## src/rtl/search_and_add_pkg.sv

```systemverilog
// Shared types and widths for the search_and_add batch scheduler.
package search_and_add_pkg;

  localparam int KEY_W = 128;
  localparam int VAL_W = 32;
  localparam int REC_W = KEY_W + VAL_W;
  localparam int NUM_W = 8;

  // Scheduler phases: wait for engine init, collect a batch, start it, wait for completion.
  typedef enum logic [1:0] {
    INIT = 2'd0,
    FILL = 2'd1,
    KICK = 2'd2,
    WAIT = 2'd3
  } state_e;

  // Word record as carried on the stream: key in the upper bits, count below.
  typedef struct packed {
    logic [KEY_W-1:0] key;
    logic [VAL_W-1:0] val;
  } rec_t;

endpackage

```

## src/rtl/search_and_add_sched.sv

```systemverilog
// Batch scheduler: forwards word records into the search_and_add input FIFO,
// closes a batch on size, end-of-stream or idle timeout, kicks the engine and
// waits for it to finish before collecting the next batch.
module search_and_add_sched
  import search_and_add_pkg::*;
#(
  parameter int unsigned MAX_BATCH  = 255,
  parameter int unsigned TIMEOUT    = 1024,
  parameter int unsigned KICK_GUARD = 2
) (
  input  logic             clk,
  input  logic             reset,
  input  logic             s_valid,
  input  logic [REC_W-1:0] s_data,
  input  logic             s_last,
  output logic             s_ready,
  input  logic             sa_ready,
  output logic [REC_W-1:0] sa_din,
  output logic             sa_we,
  input  logic             sa_full,
  output logic             sa_kick,
  output logic [NUM_W-1:0] sa_data_num,
  input  logic             sa_busy,
  output logic [31:0]      batch_cnt,
  output logic [31:0]      word_cnt,
  output logic             idle
);

  localparam int TMR_W = (TIMEOUT > 0) ? $clog2(TIMEOUT + 1) : 1;
  localparam int GRD_W = (KICK_GUARD > 0) ? $clog2(KICK_GUARD + 1) : 1;
  localparam logic [TMR_W-1:0] TMO_V = TMR_W'(TIMEOUT);
  localparam logic [GRD_W-1:0] GRD_V = GRD_W'(KICK_GUARD);
  localparam logic [NUM_W-1:0] MAX_V = NUM_W'(MAX_BATCH);

  state_e           state_q, state_d;
  logic [NUM_W-1:0] cnt_q, cnt_d;
  logic [TMR_W-1:0] timer_q, timer_d;
  logic [GRD_W-1:0] guard_q, guard_d;
  logic             close_pending_q, close_pending_d;
  rec_t             sa_din_q, sa_din_d;
  logic             sa_we_q, sa_we_d;
  logic [NUM_W-1:0] sa_data_num_q, sa_data_num_d;
  logic [31:0]      batch_cnt_q, batch_cnt_d;
  logic [31:0]      word_cnt_q, word_cnt_d;
  logic             transfer;

  // Next-state and combinational outputs for the batch FSM.
  always_comb begin
    // NOTE: every signal written here gets a default first so no path can leave one unassigned and infer a latch.
    state_d         = state_q;
    cnt_d           = cnt_q;
    timer_d         = timer_q;
    guard_d         = guard_q;
    close_pending_d = close_pending_q;
    sa_din_d        = sa_din_q;
    sa_we_d         = 1'b0;
    sa_data_num_d   = sa_data_num_q;
    batch_cnt_d     = batch_cnt_q;
    word_cnt_d      = word_cnt_q;
    s_ready         = 1'b0;
    sa_kick         = 1'b0;
    idle            = 1'b0;
    transfer        = 1'b0;

    unique case (state_q)
      INIT: begin
        if (sa_ready) begin
          state_d         = FILL;
          cnt_d           = '0;
          timer_d         = '0;
          close_pending_d = 1'b0;
        end
      end

      FILL: begin
        idle     = (cnt_q == '0);
        s_ready  = !sa_full && (cnt_q < MAX_V) && !close_pending_q;
        transfer = s_valid && s_ready;
        if (transfer) begin
          sa_din_d   = rec_t'(s_data);
          sa_we_d    = 1'b1;
          cnt_d      = cnt_q + 1'b1;
          word_cnt_d = word_cnt_q + 32'd1;
        end
        // Timer measures how long the oldest record of the batch has waited.
        if ((TIMEOUT != 0) && (cnt_q != '0) && !close_pending_q && (timer_q != TMO_V)) begin
          timer_d = timer_q + 1'b1;
        end
        if (transfer && (s_last || (cnt_d == MAX_V))) begin
          close_pending_d = 1'b1;
        end
        // A record accepted in the same cycle still belongs to this batch.
        if ((TIMEOUT != 0) && (cnt_q != '0) && (timer_d == TMO_V)) begin
          close_pending_d = 1'b1;
        end
        // One cycle after closing, the final FIFO write has already gone out.
        if (close_pending_q) begin
          state_d       = KICK;
          sa_data_num_d = cnt_q;
        end
      end

      KICK: begin
        sa_kick     = 1'b1;
        batch_cnt_d = batch_cnt_q + 32'd1;
        guard_d     = '0;
        state_d     = WAIT;
      end

      WAIT: begin
        // The engine may not raise busy immediately, so ignore it for a few cycles.
        if (guard_q != GRD_V) begin
          guard_d = guard_q + 1'b1;
        end else if (!sa_busy) begin
          state_d         = FILL;
          cnt_d           = '0;
          timer_d         = '0;
          close_pending_d = 1'b0;
        end
      end

      default: state_d = INIT;
    endcase
  end

  // State and output registers with synchronous reset.
  always_ff @(posedge clk) begin
    // NOTE: non-blocking assignments so every flop samples the pre-edge value of the others.
    if (reset) begin
      state_q         <= INIT;
      cnt_q           <= '0;
      timer_q         <= '0;
      guard_q         <= '0;
      close_pending_q <= 1'b0;
      sa_din_q        <= '0;
      sa_we_q         <= 1'b0;
      sa_data_num_q   <= '0;
      batch_cnt_q     <= '0;
      word_cnt_q      <= '0;
    end else begin
      state_q         <= state_d;
      cnt_q           <= cnt_d;
      timer_q         <= timer_d;
      guard_q         <= guard_d;
      close_pending_q <= close_pending_d;
      sa_din_q        <= sa_din_d;
      sa_we_q         <= sa_we_d;
      sa_data_num_q   <= sa_data_num_d;
      batch_cnt_q     <= batch_cnt_d;
      word_cnt_q      <= word_cnt_d;
    end
  end

  assign sa_din      = sa_din_q;
  assign sa_we       = sa_we_q;
  assign sa_data_num = sa_data_num_q;
  assign batch_cnt   = batch_cnt_q;
  assign word_cnt    = word_cnt_q;

endmodule

```

## config.mk

```make
export PLATFORM = sky130hd
export DESIGN_NAME = search_and_add_sched
export DESIGN_NICKNAME = d
export VERILOG_FILES = /design/src/rtl/search_and_add_pkg.sv /design/src/rtl/search_and_add_sched.sv
export SDC_FILE = /design/constraint.sdc
export NUM_CORES = 1
export LEC_CHECK = 0
export CORE_UTILIZATION = 44
export DETAILED_ROUTE_END_ITERATION = 10
export PLACE_DENSITY = 0.89
export SLEW_MARGIN = 15
export SYNTH_ARGS = -nofsm -noshare
export SYNTH_HDL_FRONTEND = slang
export SYNTH_SLANG_ARGS = --single-unit
```

## constraint.sdc

```tcl
create_clock -name clk -period 2.82 [get_ports clk]
set_input_delay 0.564 -clock clk [delete_from_list [all_inputs] [get_ports clk]]
set_output_delay 0.564 -clock clk [all_outputs]
set_load 0.005 [all_outputs]
```

==> impl_metrics.json <==
{
  "hold_violations": 0,
  "clock_latency_ps": 550,
  "clkTransAtPathRegs_ps": 60,
  "yosys.area_share.simple_pct": 25.26,
  "ys_types": 61,
  "synthMuxAreaShare_pct": 0.9484,
  "area_growth_pct": 50.07,
  "reg2reg_to": "close_pending_q$_SDFFE_PP0P_",
  "slew_violations": 0,
  "r2r_slack_ps": 460,
  "clock_skew_ps": 23.08,
  "grt_use_total_pct": 26.08,
  "dp_hpwl_um": 23390,
  "drive_above_1_share_pct": 5.552,
  "status": "finished, final reports clean",
  "synth_cells": 1291,
  "dieArea_mm2": 0.02431,
  "fin_util_pct": 68.26,
  "post-route-period-util_pct": 97.38,
  "path_class": "reg2out",
  "synth_xor_area_share_pct": 5.042,
  "crit_fanout": 7,
  "final_cells": 1988,
  "portBuffers": 402,
  "grt_max_degree": 93,
  "report.final.setup_viol": 0,
  "max_cap_viol_count": 0,
  "ant_nets": 0,
  "synth-seq-area-share_pct": 49.36,
  "route.detailed.drc": 0,
  "cts_buffer_depth": 3,
  "r2r_start": "cnt_q[0]$_SDFFE_PP0P_",
  "arrival_ps": 2180,
  "fin_crit_ps": 2746,
  "clockRootBuffer": "clkbuf_16",
  "max_slew_margin_pct": 55.23,
  "power_density_mw_per_mm2": 615.0,
  "setup_slack_ps": 73.93,
  "cp-start-kind": "flip-flop",
  "core_mm2": 0.02292,
  "yosys_warnings": 0,
  "cts_inserted_buffers": 27,
  "io_pins": 403,
  "worst_slew_pin_slew_ps": 666.0,
  "synth_fp_nets": 1470,
  "avgViaCountPerCell": 5.221,
  "synth_edf_count": 0,
  "layout_common_cells": "clkdlybuf4s50_1 (401), nand2_1 (376), dfxtp_1 (256), a21oi_1 (193), nor2_1 (94)",
  "worstRegToRegCells": 9,
  "place_congestion": 0.9203,
  "first_iter_violations": 708,
  "die_w_um": 155.9,
  "cp-endpoint": "s_ready",
  "grt.overflow.total": 0,
  "ys.flop_type": "dfxtp_1",
  "fin_hold_ws_ps": 334.5,
  "synth_compound_area_share_pct": 13.29,
  "cts_tree": "done",
  "rsz0062_at_grt": "true",
  "crit_required_ps": 2260,
  "antenna_found_initial": 0,
  "die_h_um": 155.9,
  "synthAdderAreaFrac_pct": 1.441,
  "p_leak_nw": 5.364,
  "hp-class": "in2reg",
  "finalNetCount": 1833,
  "vias": 10380,
  "routedWlPerCell_um": 16.67,
  "post-place-ws_ps": 143.4,
  "start_util_pct": 45.48,
  "cp-startpoint": "state_q[1]$_SDFFE_PP0P_",
  "final.setup.tns_ps": 0,
  "synth_async_sr_flop_share_pct": 0,
  "final_area_mm2": 0.01564,
  "synth.cell_area_mm2": 0.01042,
  "total_power_mw": 9.619,
  "end_kind": "primary output",
  "placed_area_mm2": 0.01466,
  "totalWireLength_um": 33140,
  "avgSynthCellArea_um2": 8.073,
  "grt_pass1_wl_um": 50930,
  "grt_pass1_vias": 9898,
  "clock_sinks": 257,
  "fmax_mhz": 364.2,
  "final_common_cell": "clkdlybuf4s50_1",
  "synth-seq-cells": 257,
  "dr.pass1.iters": 5,
  "ctsHtreeMaxLevel": 1,
  "peakVddDrop_mv": 0.8709,
  "rows": 55,
  "fillCellCount": 1739,
  "synth_top_family_by_area": "simple AND/OR/NAND/NOR gates",
  "antenna_cells": 0,
  "placedCellCount": 1936
}
[sequential cells by signal, summed over array words and instances, names as in the netlist]
signal,count
word_cnt,32
close_pending_q,1
sa_data_num,8
batch_cnt,32
sa_din,160
guard_q,2
timer_q,11
sa_we,1
state_q,2
cnt_q,8
[worst min path at each step]
stage | to | from | cells after the start | slack, ps
6_report | word_cnt[31]$_SDFFE_PP0P_ | reset | 2 | 330
5_1_grt | timer_q[4]$_SDFFE_PP0P_ | reset | 2 | 340
4_1_cts | word_cnt[31]$_SDFFE_PP0P_ | reset | 2 | 310
3_5_place_dp | sa_din[91]$_SDFFE_PP0P_ | sa_din[91]$_SDFFE_PP0P_ | 2 | 450
3_3_place_gp | sa_din[133]$_SDFFE_PP0P_ | sa_din[133]$_SDFFE_PP0P_ | 2 | 440
2_1_floorplan | sa_data_num[0]$_SDFFE_PP0P_ | sa_data_num[0]$_SDFFE_PP0P_ | 2 | 450
[what timing repair did]
| action | CTS | global route |
|---|---|---|
| hold endpoints to repair | 0 | 0 |
| buffers inserted | 1 | 1 |
| pin swaps | 0 | 1 |
| hold buffers | 0 | 0 |
| gates resized for setup | 3 | 0 |
| setup endpoints to repair | 2 | 2 |
[critical path: stages (launching register included)]
cell and delay, ps:
dfxtp_1 330, inv_1 120, ha_1 200, inv_1 160, nor4_1 290, clkdlybuf4s50_1 550
[routing by layer]
| layer | vias up | track usage [%] | routed length [um] |
|---|---|---|---|
| li1 | 5021 | - | - |
| met1 | 4835 | 29.06 | 12310 |
| met2 | 426 | 45.22 | 16140 |
| met3 | 98 | 8.056 | 3023 |
| met4 | 0 | 12.32 | 1665 |
| met5 | - | 0 | 0 |
[cell usage after synthesis (12+ instances only)]
master	instances	share of area [%]
nand2_1	376	14
dfxtp_1	257	49
a21oi_1	193	9.3
nor2_1	94	3.4
clkbuf_1	57	2.1
nand3_1	46	2.2
xor2_1	45	3.8
inv_1	17	0.61
nand4_1	17	1.0
o21ai_0	16	0.77
xnor2_1	15	1.3
buf_2	14	0.67
and3_1	12	0.72
ha_1	12	1.4
[kinds of logic after synthesis]
logic type,after synthesis
xor+xnor,60
fa+ha+maj,12
mux,9
compound gates,247
flops,257
buf+inv,105
simple gates,601
[layout make-up]
class	instances	area (um2)	area share [%]
sequential	257	5146	32.90
inverter	17	63.81	0.4080
multi-input combinational	929	4807	30.73
clock buffer	40	794.5	5.080
timing repair buffer	422	4279	27.36
tap	313	391.6	2.504
clock inverter	10	158.9	1.016
[where the power goes]
part	switching [mW]	leakage [nW]	total, mW	internal (mW)
logic	0.941	2.82	1.85	0.914
clock network	1.47	0.463	3.79	2.31
registers	0.133	2.08	3.98	3.85
Note: power is estimated with default switching activity, not from simulation.
